===== src/rtl/i2c_wb_sequencer_pkg.sv =====
// rtl/i2c_wb_sequencer_pkg.sv - shared constants, state and error types for the I2C sequencer
package i2c_seq_pkg;

  localparam logic [2:0] ADR_PRERLO = 3'd0;
  localparam logic [2:0] ADR_PRERHI = 3'd1;
  localparam logic [2:0] ADR_CTR    = 3'd2;
  localparam logic [2:0] ADR_TXR    = 3'd3;
  localparam logic [2:0] ADR_RXR    = 3'd3;
  localparam logic [2:0] ADR_CR     = 3'd4;
  localparam logic [2:0] ADR_SR     = 3'd4;

  localparam int CR_STA = 7;
  localparam int CR_STO = 6;
  localparam int CR_RD  = 5;
  localparam int CR_WR  = 4;
  localparam int CR_ACK = 3;

  localparam int SR_RXACK = 7;
  localparam int SR_AL    = 5;
  localparam int SR_TIP   = 1;

  localparam logic [7:0] CTR_EN           = 8'h80;
  localparam logic [7:0] CMD_START_WR     = 8'((1 << CR_STA) | (1 << CR_WR));
  localparam logic [7:0] CMD_WR           = 8'(1 << CR_WR);
  localparam logic [7:0] CMD_WR_STOP      = 8'((1 << CR_STO) | (1 << CR_WR));
  localparam logic [7:0] CMD_RD_NACK_STOP = 8'((1 << CR_STO) | (1 << CR_RD) | (1 << CR_ACK));
  localparam logic [7:0] CMD_STOP         = 8'(1 << CR_STO);

  typedef enum logic [3:0] {
    ST_INIT_PL, ST_INIT_PH, ST_INIT_CTR, ST_IDLE, ST_TXR, ST_CR,
    ST_POLL, ST_ABORT, ST_RXR, ST_SETTLE, ST_RESP
  } state_e;

  typedef enum logic [1:0] {
    ERR_OK      = 2'b00,
    ERR_NACK    = 2'b01,
    ERR_AL      = 2'b10,
    ERR_TIMEOUT = 2'b11
  } rsp_err_e;

  // Command byte for a byte phase: writes use phases 0..2, reads 0..3
  function automatic logic [7:0] phase_cr(input logic rw, input logic [1:0] phase);
    case (phase)
      2'd0:    return CMD_START_WR;
      2'd1:    return CMD_WR;
      2'd2:    return rw ? CMD_START_WR : CMD_WR_STOP;
      default: return CMD_RD_NACK_STOP;
    endcase
  endfunction

endpackage


===== src/rtl/i2c_wb_sequencer_if.sv =====
// rtl/i2c_wb_sequencer_if.sv - Wishbone link between the sequencer and the I2C core
interface i2c_wb_sequencer_if;
  logic [2:0] wb_adr_o;
  logic [7:0] wb_dat_o;
  logic [7:0] wb_dat_i;
  logic       wb_we_o;
  logic       wb_stb_o;
  logic       wb_cyc_o;
  logic       wb_ack_i;

  modport master (
    output wb_adr_o, wb_dat_o, wb_we_o, wb_stb_o, wb_cyc_o,
    input  wb_dat_i, wb_ack_i
  );

  modport slave (
    input  wb_adr_o, wb_dat_o, wb_we_o, wb_stb_o, wb_cyc_o,
    output wb_dat_i, wb_ack_i
  );
endinterface


===== src/rtl/i2c_wb_sequencer_wb_single_master.sv =====
// rtl/i2c_wb_sequencer_wb_single_master.sv - single non-pipelined Wishbone access engine
module wb_single_master
  import i2c_seq_pkg::*;
(
  input  logic       clk_i,
  input  logic       rst_i,
  input  logic       start_i,
  input  logic [2:0] adr_i,
  input  logic       we_i,
  input  logic [7:0] wdat_i,
  output logic       done_o,
  output logic [7:0] rdat_o,
  i2c_wb_sequencer_if.master wb
);

  logic       cyc_q;
  logic       we_q;
  logic [2:0] adr_q;
  logic [7:0] dat_q;
  logic       done_q;
  logic [7:0] rdat_q;

  // Launch on start, hold until ack, then pulse done; the done cycle blocks a relaunch so accesses never abut
  always_ff @(posedge clk_i) begin
    if (rst_i) begin
      cyc_q  <= 1'b0;
      we_q   <= 1'b0;
      adr_q  <= 3'd0;
      dat_q  <= 8'h00;
      done_q <= 1'b0;
      rdat_q <= 8'h00;
    end else begin
      done_q <= 1'b0;
      if (cyc_q) begin
        if (wb.wb_ack_i) begin
          cyc_q  <= 1'b0;
          done_q <= 1'b1;
          if (!we_q) rdat_q <= wb.wb_dat_i;
        end
      end else if (start_i && !done_q) begin
        cyc_q <= 1'b1;
        adr_q <= adr_i;
        we_q  <= we_i;
        dat_q <= we_i ? wdat_i : 8'h00;
      end
    end
  end

  assign wb.wb_cyc_o = cyc_q;
  assign wb.wb_stb_o = cyc_q;
  assign wb.wb_we_o  = we_q;
  assign wb.wb_adr_o = adr_q;
  assign wb.wb_dat_o = dat_q;
  assign done_o      = done_q;
  assign rdat_o      = rdat_q;

endmodule


===== src/rtl/i2c_wb_sequencer.sv =====
// rtl/i2c_wb_sequencer.sv - init and single-register I2C transfer sequencer over Wishbone
module i2c_wb_sequencer
  import i2c_seq_pkg::*;
#(
  parameter logic [15:0] PRESCALE   = 16'd99,
  parameter int          POLL_LIMIT = 1024
) (
  input  logic       wb_clk_i,
  input  logic       wb_rst_i,
  i2c_wb_sequencer_if.master wb,
  input  logic       req_valid,
  output logic       req_ready,
  input  logic       req_rw,
  input  logic [6:0] req_dev,
  input  logic [7:0] req_reg,
  input  logic [7:0] req_wdata,
  output logic       rsp_valid,
  output logic [7:0] rsp_rdata,
  output logic [1:0] rsp_err
);

  localparam int PW = $clog2(POLL_LIMIT + 1);

  state_e     state_q, state_d;
  logic [1:0] phase_q, phase_d;
  logic [PW-1:0] poll_q, poll_d;
  rsp_err_e   err_q, err_d;
  logic [7:0] rdata_q, rdata_d;
  logic       rw_q, rw_d;
  logic [6:0] dev_q, dev_d;
  logic [7:0] reg_q, reg_d;
  logic [7:0] wdata_q, wdata_d;

  logic       start;
  logic [2:0] adr;
  logic       we;
  logic [7:0] wdat;
  logic       done;
  logic [7:0] rdat;

  logic [7:0] cur_cr, nxt_cr, cur_txr;
  logic       last_phase;

  assign cur_cr     = phase_cr(rw_q, phase_q);
  assign nxt_cr     = phase_cr(rw_q, phase_q + 2'd1);
  assign last_phase = (phase_q == (rw_q ? 2'd3 : 2'd2));

  // TXR byte of the current phase; the read-data phase writes no TXR
  always_comb begin
    cur_txr = 8'h00;
    case (phase_q)
      2'd0:    cur_txr = {dev_q, 1'b0};
      2'd1:    cur_txr = reg_q;
      2'd2:    cur_txr = rw_q ? {dev_q, 1'b1} : wdata_q;
      default: cur_txr = 8'h00;
    endcase
  end

  wb_single_master u_wb (
    .clk_i  (wb_clk_i),
    .rst_i  (wb_rst_i),
    .start_i(start),
    .adr_i  (adr),
    .we_i   (we),
    .wdat_i (wdat),
    .done_o (done),
    .rdat_o (rdat),
    .wb     (wb)
  );

  // State and latched-request registers
  always_ff @(posedge wb_clk_i) begin
    if (wb_rst_i) begin
      state_q <= ST_INIT_PL;
      phase_q <= 2'd0;
      poll_q  <= '0;
      err_q   <= ERR_OK;
      rdata_q <= 8'h00;
      rw_q    <= 1'b0;
      dev_q   <= 7'd0;
      reg_q   <= 8'h00;
      wdata_q <= 8'h00;
    end else begin
      state_q <= state_d;
      phase_q <= phase_d;
      poll_q  <= poll_d;
      err_q   <= err_d;
      rdata_q <= rdata_d;
      rw_q    <= rw_d;
      dev_q   <= dev_d;
      reg_q   <= reg_d;
      wdata_q <= wdata_d;
    end
  end

  // Next state: advance on each access done, decide the outcome from SR once TIP clears
  always_comb begin
    state_d = state_q;
    phase_d = phase_q;
    poll_d  = poll_q;
    err_d   = err_q;
    rdata_d = rdata_q;
    rw_d    = rw_q;
    dev_d   = dev_q;
    reg_d   = reg_q;
    wdata_d = wdata_q;
    case (state_q)
      ST_INIT_PL:  if (done) state_d = ST_INIT_PH;
      ST_INIT_PH:  if (done) state_d = ST_INIT_CTR;
      ST_INIT_CTR: if (done) state_d = ST_IDLE;
      ST_IDLE: begin
        if (req_valid) begin
          rw_d    = req_rw;
          dev_d   = req_dev;
          reg_d   = req_reg;
          wdata_d = req_wdata;
          phase_d = 2'd0;
          err_d   = ERR_OK;
          rdata_d = 8'h00;
          state_d = ST_TXR;
        end
      end
      ST_TXR: if (done) state_d = ST_CR;
      ST_CR: begin
        if (done) begin
          poll_d  = '0;
          state_d = ST_POLL;
        end
      end
      ST_POLL: begin
        if (done) begin
          poll_d = poll_q + 1'b1;
          if (rdat[SR_TIP]) begin
            if (poll_q == PW'(POLL_LIMIT - 1)) begin
              err_d   = ERR_TIMEOUT;
              state_d = ST_ABORT;
            end
          end else if (rdat[SR_AL]) begin
            err_d   = ERR_AL;
            state_d = ST_SETTLE;
          end else if (rdat[SR_RXACK] && cur_cr[CR_WR]) begin
            err_d   = ERR_NACK;
            state_d = ST_ABORT;
          end else if (last_phase) begin
            state_d = rw_q ? ST_RXR : ST_SETTLE;
          end else begin
            phase_d = phase_q + 2'd1;
            state_d = nxt_cr[CR_RD] ? ST_CR : ST_TXR;
          end
        end
      end
      ST_ABORT: if (done) state_d = ST_SETTLE;
      ST_RXR: begin
        if (done) begin
          rdata_d = rdat;
          state_d = ST_SETTLE;
        end
      end
      ST_SETTLE: state_d = ST_RESP;
      ST_RESP:   state_d = ST_IDLE;
      default:   state_d = ST_INIT_PL;
    endcase
  end

  // Outputs: access request per state, host handshake and response
  always_comb begin
    start     = 1'b0;
    adr       = 3'd0;
    we        = 1'b0;
    wdat      = 8'h00;
    req_ready = 1'b0;
    rsp_valid = 1'b0;
    rsp_rdata = 8'h00;
    rsp_err   = 2'b00;
    case (state_q)
      ST_INIT_PL:  begin start = 1'b1; adr = ADR_PRERLO; we = 1'b1; wdat = PRESCALE[7:0];  end
      ST_INIT_PH:  begin start = 1'b1; adr = ADR_PRERHI; we = 1'b1; wdat = PRESCALE[15:8]; end
      ST_INIT_CTR: begin start = 1'b1; adr = ADR_CTR;    we = 1'b1; wdat = CTR_EN;         end
      ST_IDLE:     req_ready = 1'b1;
      ST_TXR:      begin start = 1'b1; adr = ADR_TXR; we = 1'b1; wdat = cur_txr;  end
      ST_CR:       begin start = 1'b1; adr = ADR_CR;  we = 1'b1; wdat = cur_cr;   end
      ST_POLL:     begin start = 1'b1; adr = ADR_SR; end
      ST_ABORT:    begin start = 1'b1; adr = ADR_CR;  we = 1'b1; wdat = CMD_STOP; end
      ST_RXR:      begin start = 1'b1; adr = ADR_RXR; end
      ST_RESP: begin
        rsp_valid = 1'b1;
        rsp_rdata = rdata_q;
        rsp_err   = err_q;
      end
      default: ;
    endcase
  end

endmodule


===== src/flat_wrapper.sv =====
// flat-port wrapper written by rule: the top's interface ports become plain ports
module i2c_wb_sequencer_flat import i2c_seq_pkg::*;
#(
  parameter logic [15:0] PRESCALE   = 16'd99,
  parameter int          POLL_LIMIT = 1024
)
  (wb_clk_i, wb_rst_i, req_valid, req_ready, req_rw, req_dev, req_reg, req_wdata, rsp_valid, rsp_rdata, rsp_err, wb_wb_adr_o, wb_wb_dat_o, wb_wb_we_o, wb_wb_stb_o, wb_wb_cyc_o, wb_wb_dat_i, wb_wb_ack_i);
  i2c_wb_sequencer_if wb_i ();
  input  logic wb_clk_i;
  input  logic wb_rst_i;
  input  logic req_valid;
  output logic req_ready;
  input  logic req_rw;
  input  logic [6:0] req_dev;
  input  logic [7:0] req_reg;
  input  logic [7:0] req_wdata;
  output logic rsp_valid;
  output logic [7:0] rsp_rdata;
  output logic [1:0] rsp_err;
  output wire logic [$bits(wb_i.wb_adr_o)-1:0] wb_wb_adr_o;
  output wire logic [$bits(wb_i.wb_dat_o)-1:0] wb_wb_dat_o;
  output wire logic [$bits(wb_i.wb_we_o)-1:0] wb_wb_we_o;
  output wire logic [$bits(wb_i.wb_stb_o)-1:0] wb_wb_stb_o;
  output wire logic [$bits(wb_i.wb_cyc_o)-1:0] wb_wb_cyc_o;
  input wire logic [$bits(wb_i.wb_dat_i)-1:0] wb_wb_dat_i;
  input wire logic [$bits(wb_i.wb_ack_i)-1:0] wb_wb_ack_i;
  assign wb_wb_adr_o = wb_i.wb_adr_o;
  assign wb_wb_dat_o = wb_i.wb_dat_o;
  assign wb_wb_we_o = wb_i.wb_we_o;
  assign wb_wb_stb_o = wb_i.wb_stb_o;
  assign wb_wb_cyc_o = wb_i.wb_cyc_o;
  assign wb_i.wb_dat_i = wb_wb_dat_i;
  assign wb_i.wb_ack_i = wb_wb_ack_i;
  i2c_wb_sequencer #(.PRESCALE(PRESCALE), .POLL_LIMIT(POLL_LIMIT)) u_core (.wb_clk_i(wb_clk_i), .wb_rst_i(wb_rst_i), .wb(wb_i), .req_valid(req_valid), .req_ready(req_ready), .req_rw(req_rw), .req_dev(req_dev), .req_reg(req_reg), .req_wdata(req_wdata), .rsp_valid(rsp_valid), .rsp_rdata(rsp_rdata), .rsp_err(rsp_err));
endmodule

===== config.mk =====
export PLATFORM = sky130hd
export DESIGN_NAME = i2c_wb_sequencer_flat
export DESIGN_NICKNAME = d
export VERILOG_FILES = /design/src/rtl/i2c_wb_sequencer_pkg.sv /design/src/rtl/i2c_wb_sequencer_if.sv /design/src/rtl/i2c_wb_sequencer_wb_single_master.sv /design/src/rtl/i2c_wb_sequencer.sv /design/src/flat_wrapper.sv
export SDC_FILE = /design/constraint.sdc
export NUM_CORES = 1
export LEC_CHECK = 0
export ABC_CLOCK_PERIOD_IN_PS = 4000
export BUFFER_PORTS_ARGS = -buffer_cell sky130_fd_sc_hd__buf_2
export CORE_MARGIN = 8
export CORE_UTILIZATION = 45
export DETAILED_ROUTE_END_ITERATION = 7
export GPL_TIMING_DRIVEN = 0
export PLACE_DENSITY_LB_ADDON = 0.08
export SYNTH_ARGS = -nofsm -noshare
export SYNTH_HDL_FRONTEND = slang
export SYNTH_SLANG_ARGS = --single-unit
export TNS_END_PERCENT = 10

===== constraint.sdc =====
create_clock -name wb_clk_i -period 4 [get_ports wb_clk_i]
set_input_delay 0.2 -clock wb_clk_i [delete_from_list [all_inputs] [get_ports wb_clk_i]]
set_output_delay 0.2 -clock wb_clk_i [all_outputs]
set_load 0.03 [all_outputs]

==> results.md <==
- The flow ran to the end, and the final reports show no timing, DRC or antenna violations.
- The initial core utilization is 0.464.
- The final layout contains routed wiring with a total length of 9.81 mm.
- After detailed routing, the number of vias per cell comes to 5.41.
- For this run, the register share of the synthesized area comes to 0.407.
- Along the worst path, the maximum fanout reaches 10.
- By area the synthesized netlist is led by sky130_fd_sc_hd__dfxtp_1 (41%), sky130_fd_sc_hd__a21oi_1 (8.2%), sky130_fd_sc_hd__nand2_1 (7.6%).
- Buffers inserted to repair hold after CTS numbered 0.
- In this run, distinct cell masters in the synthesized netlist total 55.
- After floorplanning, the core was divided into 32 placement rows.
- The overall via count from detail_route is 3416.
- Data arrives at the worst endpoint at 2120 ps.
- The worst-case headroom to the max-slew limit is 0.434.
- Of the available clock period, the critical path in the final layout requires 0.579.
- The critical path startpoint category is a register.
- Counting the buffers created by CTS gives 9.
- The number of flip-flops and latches in the synthesized netlist is 73.
- Setup repair after global routing left no endpoint under its margin.
- The most numerous cell type found on the critical path is sky130_fd_sc_hd__buf_2.
- At the end of routability-driven placement, the weighted congestion stood at ~0.86.
- The smallest clock period supported by the final layout is computed as about 2300 ps.
- CTS saw 73 sinks.
- The post-CTS setup repair buffer count is 0.
- For the pin with the worst max-slew slack, the measured transition is approximately 840 ps.
- Dividing the detail-routed wire length by the instance count gives about 16 microns.
- The number of antenna violations at the first check in global routing was 0.
- The mean cell area of the mapped netlist is 7.90 sq um.
- The share of synthesized area in the top cell type comes to 0.407.
- The final sum of negative setup slack is 0 ps.
- In this run the horizontal extent of the chip is roughly 110 microns.
- The biggest cell delay along the critical path is ~320 ps.
- The tool flagged a number of max-cap violations equal to 0.
- The post-cts sizing count is 0.
- The top-level I/O count is 62.
- Of the total synthesized cell area, the portion taken by full adders, half adders and majority gates is 0.0209.
- The number of failing setup endpoints in the final timing report is 0.
- The combinational family with the most area after synthesis is simple AND/OR/NAND/NOR gates.
- Summing all non-filler instances in the final layout gives an area of 4220 sq um.
- The critical path is of the register to output pin type.
- The kind of capture point of the worst setup path is an output pin.
- The pin count of the biggest net entering global routing is 13.
- VDD sags by at most approximately 190 uV.
- The biggest area contributor in the post-synthesis netlist is sky130_fd_sc_hd__dfxtp_1.
- Of the cells placed in the final design, the portion with a size suffix greater than 1 is 0.187.
- Summed over all layers, the global routing overflow is 0.
- The fraction of registers with async set or reset after synthesis is 0.
- In this run, synthesis inferred 0 flip-flops with an integrated enable.
- The static leakage is ~0.0016 uW.
- The xor-xnor portion of the synthesized cell area is 0.0122.
- For this run, the detailed router's first-pass iteration total came to 4.
- The overall fraction of global-route tracks in use is 0.176.
- The worst clock skew on the final layout is 7.75 ps.
- The fmax is about 0.43 GHz.
- The cell at the root of the clock tree is sky130_fd_sc_hd__clkbuf_8.
- The post-detailed-placement half-perimeter wirelength is about 7.3 mm.
- The critical path goes through buf_2, buf_1, nor3b_1, clkbuf_1, and2_1, buf_2.
- The area overhead of the layout relative to synthesis is 17.6%.
- The H-tree generated during clock tree synthesis spans 3 levels.
- The worst hold path class is input port to register.
- The layout has slightly below 800 filler cells.
- Measured along the y axis, the die boundary spans between 100 and 150 microns.
- The post-synthesis compound-gate area fraction is 0.195.
- For this design, the slowest cell found on the critical path is sky130_fd_sc_hd__nor3b_1.
- The die covers 11100 sq um.
- After clock tree synthesis, the clock-pin slew on the worst setup and hold paths is around 80 ps.
- The first global-routing pass estimated approximately 16 mm of wire.
- The count of nets left with antenna violations once routing finished came out at 0.
- Of the total synthesized cell area, the portion taken by AND, OR, NAND and NOR gates is 0.277.
- The buffering stage count on the worst path with inverters included is 4.
- Counting along the longest clock path gives a buffer depth of 2.
- For this run, the number of Yosys warnings is 0.
- The count of endpoints failing hold in the final timing report was 0.
- TritonCTS built the clock tree.
- The most used flip-flop cell after synthesis is sky130_fd_sc_hd__dfxtp_1.
- The final layout contains 567 nets.
- In this run, the number of DRC markers left after iteration 0 of detailed routing was approximately 190.
- For this run, design rule violations remaining after detail routing come to 0.
- The power density relative to cell area is between 300 and 400 nW/um^2.
- The cell count after synthesis is between 400 and 500.
- The number of max-slew violations in the final report is 0.
- Counting every net in the synthesized netlist gives 496.
- Buffers placed on the I/O ports in this run total 60.
- The via count of the first global-routing pass is 3181.
- The cell area after synthesis is about 3600 sq um.
- The diode insertion count for antenna repair is 0.
- In this design, the largest share of critical-path delay is due to buffers and inverters.
- In this run the cell area measured after placement is roughly 4000 sq um.
- Clock latency on the worst-skew pair, taken at its later pin, is 340 ps.
- The region available for standard cell placement spans around 7700 sq um.
- The portion of synthesized area spent on multiplexers is 0.0366.
- At the worst endpoint, the required time is 3800 ps.
-- path summary, 6_finish.rpt --
check                                                        startpoint                                       to  slack [ps]  cells past startpoint
worst min register to register  u_core.u_wb.wb.wb_dat_o[1]$_SDFFE_PP0P_  u_core.u_wb.wb.wb_dat_o[1]$_SDFFE_PP0P_         440                      2
worst min-delay path                                     wb_wb_dat_i[6]       u_core.u_wb.rdat_o[6]$_SDFFE_PP0P_          80                      3
worst max register to register           u_core.phase_q[1]$_SDFFE_PP0P_           u_core.phase_q[0]$_SDFFE_PP0P_        1750                      6
worst max-delay path                     u_core.state_q[2]$_SDFFE_PP0P_                             rsp_rdata[1]        1680                      6
-- power by group --
group / leakage [uW] / switching (uW) / total [uW] / internal [uW]
logic: 0.000937 / 85.5 / 132 / 46.9
registers: 0.000590 / 8.71 / 749 / 740
clock network: 0.000109 / 267 / 587 / 320
total: 0.00164 / 361 / 1470 / 1110
-- state kept, by name, summed over array words and instances (netlist names) --
register                 count
u_core.u_wb.wb.wb_cyc_o      1
u_core.err_q                 2
u_core.state_q               4
u_core.u_wb.rdat_o           8
u_core.wdata_q               8
u_core.rw_q                  1
u_core.reg_q                 8
u_core.rdata_q               8
u_core.dev_q                 7
u_core.u_wb.wb.wb_dat_o      8
u_core.poll_q               11
u_core.u_wb.wb.wb_adr_o      3
u_core.u_wb.done_o           1
u_core.phase_q               2
u_core.u_wb.wb.wb_we_o       1
-- final cells by class --
class	count	area, sq um	area share
plain buffers	36	164	0.0388
well taps	102	128	0.0302
multi-input cells	340	1940	0.461
repair buffers	60	300	0.0711
clock buffers	11	151	0.0359
clock inverters	5	53.8	0.0127
inverters	5	18.8	0.00445
flip-flops and latches	73	1460	0.346
-- synth_stat cells, drive strengths merged, types with 2 or more instances --
master   number
o21ai        20
inv           5
nand3        20
ha            6
a22o          3
and3          2
buf          16
dfxtp        73
nor2         41
o21a          2
a311oi        6
nor2b         7
o22ai         4
nand2b       14
clkbuf       20
a22oi         3
mux2i        12
a222oi        6
a31oi         2
or4           2
nand3b        2
a2bb2oi       2
nor3b         4
nor3          9
a21oi        59
nand4         2
and2         11
xor2          4
or3           3
nor4          5
nand2        73
-- per-stage QoR --
stage / util / power [uW] / std cells / setup WS (ps) / hold slack (ps)
global placement: 0.520 / 896 / 616 / 1840 / 430
CTS: 0.546 / 1480 / 632 / 1670 / 75.5
global route: 0.546 / 1530 / 632 / 1480 / 87.7
finish: 0.546 / 1470 / 632 / 1680 / 81.8
floorplan: - / 847 / 454 / 1890 / 336
detailed placement: 0.520 / 898 / 616 / 1840 / 436
-- kinds of logic (layout without fill, tap and decap cells) --
kind of cell | after synthesis | in the layout
flip-flops | 73 | 73
AO/OA/AOI/OAI | 115 | 115
adder cells (fa/ha/maj) | 6 | 6
multiplexers | 13 | 13
XOR/XNOR | 5 | 5
buffers and inverters | 41 | 117
AND/OR/NAND/NOR | 201 | 201
-- metal layers --
| metal | wire (microns) | vias to the layer above | part of all wire | GRT usage |
|---|---|---|---|---|
| li1 | - | 1739 | - | - |
| met5 | 0 | - | 0 | 0 |
| met4 | 233 | 0 | 0.024 | 0.0754 |
| met2 | 4290 | 77 | 0.44 | 0.268 |
| met1 | 4720 | 1580 | 0.48 | 0.231 |
| met3 | 560 | 20 | 0.057 | 0.0408 |
-- worst reg2reg max path: stages, from the launching register on --
cell,delay (ps)
sky130_fd_sc_hd__dfxtp_1,460
sky130_fd_sc_hd__ha_1,360
sky130_fd_sc_hd__nor2b_1,100
sky130_fd_sc_hd__nor3_1,390
sky130_fd_sc_hd__a21oi_1,120
sky130_fd_sc_hd__or4b_1,550
sky130_fd_sc_hd__mux2i_1,150
-- cells in the final DEF (no fill, tap or decap), types with 7 or more instances in the layout --
cell / synthesis / layout
sky130_fd_sc_hd__nand2b_1: 14 / 14
sky130_fd_sc_hd__nor3_1: 9 / 9
sky130_fd_sc_hd__nand2_1: 73 / 73
sky130_fd_sc_hd__nand3_1: 19 / 19
sky130_fd_sc_hd__a21oi_1: 59 / 59
sky130_fd_sc_hd__clkbuf_8: 0 / 11
sky130_fd_sc_hd__clkbuf_1: 20 / 20
sky130_fd_sc_hd__o21ai_0: 19 / 19
sky130_fd_sc_hd__nor2b_1: 7 / 7
sky130_fd_sc_hd__nor2_1: 41 / 41
sky130_fd_sc_hd__and2_1: 11 / 11
sky130_fd_sc_hd__dfxtp_1: 73 / 73
sky130_fd_sc_hd__mux2i_1: 12 / 12
sky130_fd_sc_hd__buf_2: 8 / 68
Note: power is estimated with default switching activity, not from simulation.
